--- src/rtl/epu_dct_pkg.sv ---
// Shared types and constants for the EPU DCT engine scheduler.
package epu_dct_pkg;

    typedef enum logic [1:0] {
        IDLE = 2'd0,
        RUN  = 2'd1,
        HOLD = 2'd2
    } dct_sched_state_t;

    localparam int DCT_LAT       = 2;
    localparam int TAG_W_DEFAULT = 4;

endpackage

--- src/rtl/dct_sched_rr_arb2.sv ---
// Two-way round-robin arbiter: the pointer names the preferred requester on a tie
// and flips to the other requester after every granted transfer.
module rr_arb2 (
    input  logic       clk,
    input  logic       rst,
    input  logic [1:0] req,
    input  logic       advance,
    output logic       gnt_idx,
    output logic       gnt_valid
);

    logic ptr_r;

    // Grant selection: a lone requester wins, a tie goes to the pointer.
    always_comb begin
        gnt_valid = |req;
        case (req)
            2'b01:   gnt_idx = 1'b0;
            2'b10:   gnt_idx = 1'b1;
            2'b11:   gnt_idx = ptr_r;
            default: gnt_idx = ptr_r;
        endcase
    end

    // Pointer update on each accepted grant.
    always_ff @(posedge clk) begin
        if (rst) begin
            ptr_r <= 1'b0;
        end else if (advance) begin
            ptr_r <= ~gnt_idx;
        end else begin
            ptr_r <= ptr_r;
        end
    end

endmodule

--- src/rtl/dct_sched.sv ---
// Scheduler owning the shared 8x8 DCT engine: round-robin between the luma and
// chroma fetchers, engine start/hold_end control, downstream handshake, stats.
module dct_sched
    import epu_dct_pkg::*;
#(
    parameter int TAG_W    = TAG_W_DEFAULT,
    parameter int WAIT_MAX = 7,
    parameter int CNT_W    = 16
) (
    input  logic                 clk,
    input  logic                 rst,
    input  logic [1:0]           req_valid,
    input  logic [1:0][TAG_W-1:0] req_tag,
    output logic [1:0]           req_ready,
    output logic                 mux_sel,
    output logic                 dct_start,
    input  logic                 dct_finish,
    output logic                 dct_hold_end,
    output logic                 out_valid,
    input  logic                 out_ready,
    output logic                 out_src,
    output logic [TAG_W-1:0]     out_tag,
    output logic                 busy,
    output logic [CNT_W-1:0]     blk_cnt0,
    output logic [CNT_W-1:0]     blk_cnt1,
    output logic                 err_timeout
);

    localparam int WD_W = $clog2(WAIT_MAX + 1);
    localparam logic [WD_W-1:0] WD_LAST = WD_W'(WAIT_MAX - 1);

    dct_sched_state_t state_r, state_s;
    logic             src_r, mux_sel_r, err_r;
    logic [TAG_W-1:0] tag_r;
    logic [WD_W-1:0]  wd_cnt_r;
    logic [CNT_W-1:0] blk_cnt0_r, blk_cnt1_r;
    logic             gnt_idx_s, gnt_valid_s;
    logic             issue_s, accept_s, timeout_s;

    rr_arb2 u_arb (
        .clk       (clk),
        .rst       (rst),
        .req       (req_valid),
        .advance   (issue_s),
        .gnt_idx   (gnt_idx_s),
        .gnt_valid (gnt_valid_s)
    );

    // Next-state and Mealy controls; rst suppresses any start or hold_end in its cycle.
    always_comb begin
        state_s   = state_r;
        issue_s   = 1'b0;
        accept_s  = 1'b0;
        timeout_s = 1'b0;
        case (state_r)
            IDLE: begin
                if (gnt_valid_s && !rst) begin
                    issue_s = 1'b1;
                    state_s = RUN;
                end else begin
                    state_s = IDLE;
                end
            end
            RUN: begin
                if (dct_finish) begin
                    state_s = HOLD;
                end else if (wd_cnt_r == WD_LAST) begin
                    timeout_s = !rst;
                    state_s   = IDLE;
                end else begin
                    state_s = RUN;
                end
            end
            HOLD: begin
                if (out_ready && !rst) begin
                    accept_s = 1'b1;
                    state_s  = IDLE;
                end else begin
                    state_s = HOLD;
                end
            end
            default: state_s = IDLE;
        endcase
    end

    // Output decode; mux_sel follows the live grant only while a start is issued.
    always_comb begin
        dct_start    = issue_s;
        req_ready    = issue_s ? (gnt_idx_s ? 2'b10 : 2'b01) : 2'b00;
        mux_sel      = issue_s ? gnt_idx_s : mux_sel_r;
        dct_hold_end = accept_s | timeout_s;
        out_valid    = (state_r == HOLD);
        out_src      = src_r;
        out_tag      = tag_r;
        busy         = (state_r != IDLE);
        blk_cnt0     = blk_cnt0_r;
        blk_cnt1     = blk_cnt1_r;
        err_timeout  = err_r;
    end

    // State, per-block context, watchdog, counters and sticky error.
    always_ff @(posedge clk) begin
        if (rst) begin
            state_r    <= IDLE;
            src_r      <= 1'b0;
            tag_r      <= {TAG_W{1'b0}};
            mux_sel_r  <= 1'b0;
            wd_cnt_r   <= {WD_W{1'b0}};
            blk_cnt0_r <= {CNT_W{1'b0}};
            blk_cnt1_r <= {CNT_W{1'b0}};
            err_r      <= 1'b0;
        end else begin
            state_r <= state_s;
            if (issue_s) begin
                src_r     <= gnt_idx_s;
                tag_r     <= req_tag[gnt_idx_s];
                mux_sel_r <= gnt_idx_s;
                wd_cnt_r  <= {WD_W{1'b0}};
            end else if (state_r == RUN) begin
                wd_cnt_r  <= wd_cnt_r + WD_W'(1);
            end else begin
                wd_cnt_r  <= wd_cnt_r;
            end
            if (accept_s && !src_r) begin
                blk_cnt0_r <= blk_cnt0_r + CNT_W'(1);
            end else if (accept_s && src_r) begin
                blk_cnt1_r <= blk_cnt1_r + CNT_W'(1);
            end else begin
                blk_cnt0_r <= blk_cnt0_r;
            end
            if (timeout_s) begin
                err_r <= 1'b1;
            end else begin
                err_r <= err_r;
            end
        end
    end

endmodule

--- config.mk ---
export PLATFORM = sky130hd
export DESIGN_NAME = dct_sched
export DESIGN_NICKNAME = d
export VERILOG_FILES = /design/src/rtl/epu_dct_pkg.sv /design/src/rtl/dct_sched_rr_arb2.sv /design/src/rtl/dct_sched.sv
export SDC_FILE = /design/constraint.sdc
export NUM_CORES = 1
export LEC_CHECK = 0
export BUFFER_PORTS_ARGS = -buffer_cell sky130_fd_sc_hd__buf_2
export CAP_MARGIN = 30
export CORE_UTILIZATION = 55
export CTS_BUF_LIST = sky130_fd_sc_hd__clkbuf_8
export CTS_CLUSTER_DIAMETER = 100
export CTS_CLUSTER_SIZE = 12
export DETAILED_ROUTE_END_ITERATION = 10
export PLACE_DENSITY = 0.92
export SLEW_MARGIN = 20
export SYNTH_ARGS = -nofsm -noshare
export SYNTH_HDL_FRONTEND = slang
export SYNTH_SLANG_ARGS = --single-unit
export TNS_END_PERCENT = 5
--- constraint.sdc ---
create_clock -name clk -period 4 [get_ports clk]
set_clock_uncertainty 0.05 [all_clocks]
set_input_delay 0.8 -clock clk [delete_from_list [all_inputs] [get_ports clk]]
set_output_delay 0.8 -clock clk [all_outputs]
set_load 0.01 [all_outputs]
==> flow_metrics.py <==
metrics = {
    "clock_network": {
        "root_buffer": "clkbuf_8",
        "clkLatencyLatePin_ps": 300,
        "cts_post_setup_buffers_inserted": 0,
        "path_clk_slew_ps": 80,
        "numCtsBuffers": 5,
        "cts_tree": "built",
        "cts_resized": 0,
        "clock-sinks": 45,
        "clock_path_buffers": 2,
        "htreeDepth": 2,
        "cts_hold_buf": 0,
    },
    "yosys": {
        "synth_area_um2": 2120,
        "ys_seq_area_frac": 0.425,
        "synthCells": 240,
        "synth.distinct_cells": 41,
        "netlist.area_leader.share": 0.425,
        "syn_area_per_cell_um2": 8.83,
        "synth_top_cell_by_area": "dfxtp_1",
        "synth.area.top_cells": "dfxtp_1 (43%), nor2_1 (5.5%), a21oi_1 (3.8%)",
        "ys_seq_elements": 45,
        "syn_nets": 260,
        "yosysWarnings": 0,
    },
    "worst_setup_path": {
        "path_max_fanout": 6,
        "cpMostUsedCell": "buf_2",
        "r2r_setup_slack_ps": 1940,
        "startpoint_type": "primary input",
        "crit_path_end_kind": "primary output",
        "cp_data_arrival_time_ps": 2310,
        "path_cells": "buf_2, inv_1, ha_1, mux2i_1, nand2_1, o21a_1, buf_2",
        "critical_path_required_ps": 3150,
        "critPathCapture": "mux_sel",
        "critPathMaxStageDelay_ps": 610,
        "r2r_end": "blk_cnt0[13]",
        "cp-startpoint": "req_valid[0]",
        "cp_slowest_cell": "mux2i_1",
        "critical_path_class": "in -> out",
        "r2r_cells": 4,
        "regToRegStartpoint": "state_r[0]",
    },
    "global_routing": {
        "grt_usage": 0.214,
        "antenna_found_initial": 0,
        "grt_pass1_vias": 1560,
        "grt_max_degree": 50,
        "grt_pass1_wl_um": 6890,
        "grt_overflow": 0,
    },
    "finish": {
        "multi_input_area_um2": 1130,
        "final_common_cell": "buf_2",
        "layout_common_cells": "buf_2 (58), dfxtp_1 (45), nor2_1 (31), a21oi_1 (16), nand2_1 (14)",
        "diodes": 0,
        "ff_latch_area_um2": 901,
        "areaGrowthSynthToFinish_pct": 18.4,
        "nets": 316,
        "final_core_util": 0.680,
        "drive_gt1_frac": 0.246,
        "fillCellCount": 312,
    },
    "floorplan": {
        "start_util": 0.574,
        "dieArea_um2": 4100,
        "die_h_um": 64.1,
        "core_area_um2": 3690,
        "die_w_um": 64.1,
        "std_cell_rows": 22,
        "num_io_pins": 59,
    },
    "placed_design": {
        "preCtsSetupSlack_ps": 836,
        "place_hpwl_um": 2890,
        "numPortBuffers": 58,
        "place_congestion": 0.858,
    },
    "route": {
        "first_iter_violations": 92,
        "routed_wl_um": 4020,
        "vias_per_cell": 5.35,
        "dr_total_vias": 1845,
        "wl_per_cell_um": 11.7,
        "drcViolationCount": 0,
        "dr.pass1.iters": 4,
        "ant_nets": 0,
    },
    "sta": {
        "max_freq_mhz": 316,
        "fin_crit_sh": 0.790,
        "hold_viol_final": 0,
        "period_needed_ps": 3160,
        "fin_ws_ps": 838,
        "slew_viol_final": 0,
        "setup_viol": 0,
        "slew_headroom": 0.456,
        "fin_tns_setup_ps": 0,
        "rsz0062_at_grt": "false",
        "max_slew.worst_pin.slew_ps": 816,
    },
    "run_status": {
        "status": "completed",
    },
    "pwr": {
        "finalPower_mw": 0.826,
        "vdd_drop_max_v": 0.000228,
        "powerDensity_nw_per_um2": 329,
        "leakage_nw": 1.17,
    },
    "worst_hold_path": {
        "hold_path_class": "reg -> reg",
    },
    "run": {
        "drv_cap": 0,
    },
}
[per-layer routing]
metal | part of all wire | wire, µm | vias up | GRT usage
li1 | - | - | 958 | -
met1 | 0.46 | 1850 | 835 | 0.260
met2 | 0.48 | 1930 | 46 | 0.358
met3 | 0.048 | 191 | 6 | 0.0643
met4 | 0.012 | 50 | 0 | 0.0682
met5 | 0 | 0 | - | 0
[where the power goes]
group / leakage [nW] / internal [mW] / total [mW] / switching, mW
sequential: 0.364 / 0.460 / 0.474 / 0.0136
clock: 0.0491 / 0.119 / 0.270 / 0.152
combinational: 0.760 / 0.0366 / 0.0816 / 0.0451
total: 1.17 / 0.615 / 0.826 / 0.210
[worst max-delay path, delay by kind of cell]
family	cells	cell delay [ps]
mux	1	610
fa+ha+maj	1	300
buf+inv	3	270
simple gates	1	190
compound gates	1	160
[stage by stage]
| stage | cell area [µm²] | std cells | hold WS [ps] |
|---|---|---|---|
| floorplan | 2120 | 240 | 372 |
| global placement | 2430 | 337 | 384 |
| detailed placement | 2430 | 337 | 384 |
| CTS | 2510 | 345 | 402 |
| global route | 2510 | 345 | 445 |
| finish | 2510 | 345 | 403 |
[synth_stat cells]
library cell	number
nand2_1	14
and3b_1	1
nor3_1	5
nand4_4	1
nand4bb_1	2
o21a_1	1
a21o_1	2
a31o_1	1
nor3b_1	1
or2_2	1
o21ai_1	1
xor2_1	9
nor2_1	31
nand3_1	12
o21ba_2	1
mux2_2	1
and4bb_1	1
o21ai_0	11
mux2i_1	7
buf_2	4
nor4_4	1
nor2b_1	4
and4b_1	1
nand2b_1	3
clkbuf_1	5
dfxtp_1	45
a21oi_1	16
and4_1	3
or4_1	1
nor4_2	1
or3_1	8
and3_1	5
buf_6	1
xnor2_1	7
ha_1	6
nand4_2	1
inv_1	9
nand4_1	9
a211oi_1	5
a22oi_1	1
a31oi_1	1
[flip-flops by register name (all words and copies together) (netlist names)]
signal,flops
u_arb.ptr_r,1
out_src,1
wd_cnt_r,3
state_r,2
blk_cnt0,16
mux_sel_r,1
out_tag,4
err_timeout,1
blk_cnt1,16
[cell type report]
class                           count  area share
Clock buffer                        5      0.0274
Inverter                            9      0.0135
Sequential cell                    45       0.359
Clock inverter                      3     0.00549
Tap cell                           48      0.0239
Multi-Input combinational cell    176       0.452
Timing Repair Buffer               59       0.119
[logic make-up (layout without fill, tap and decap cells)]
| logic type | Yosys count | in the layout | share of synthesized area |
|---|---|---|---|
| xor gates and xnor gates | 16 | 16 | 0.0662 |
| DFF | 45 | 45 | 0.425 |
| buffers and inverters | 19 | 76 | 0.0396 |
| AOI/OAI and AO/OA | 40 | 40 | 0.110 |
| adders and majority gates | 6 | 6 | 0.0354 |
| muxes | 8 | 8 | 0.0384 |
| and+or+nand+nor | 106 | 106 | 0.285 |
[how the worst min path moves through the flow]
stage	endpoint	startpoint	depth (start not counted)	slack [ps]
after floorplan	u_arb.ptr_r	u_arb.ptr_r	2	370
after global placement	err_timeout	err_timeout	2	380
after detailed placement	err_timeout	err_timeout	2	380
after CTS	err_timeout	err_timeout	2	400
after global routing	err_timeout	err_timeout	2	440
final	err_timeout	err_timeout	2	400
(Power assumes the default switching activity.)
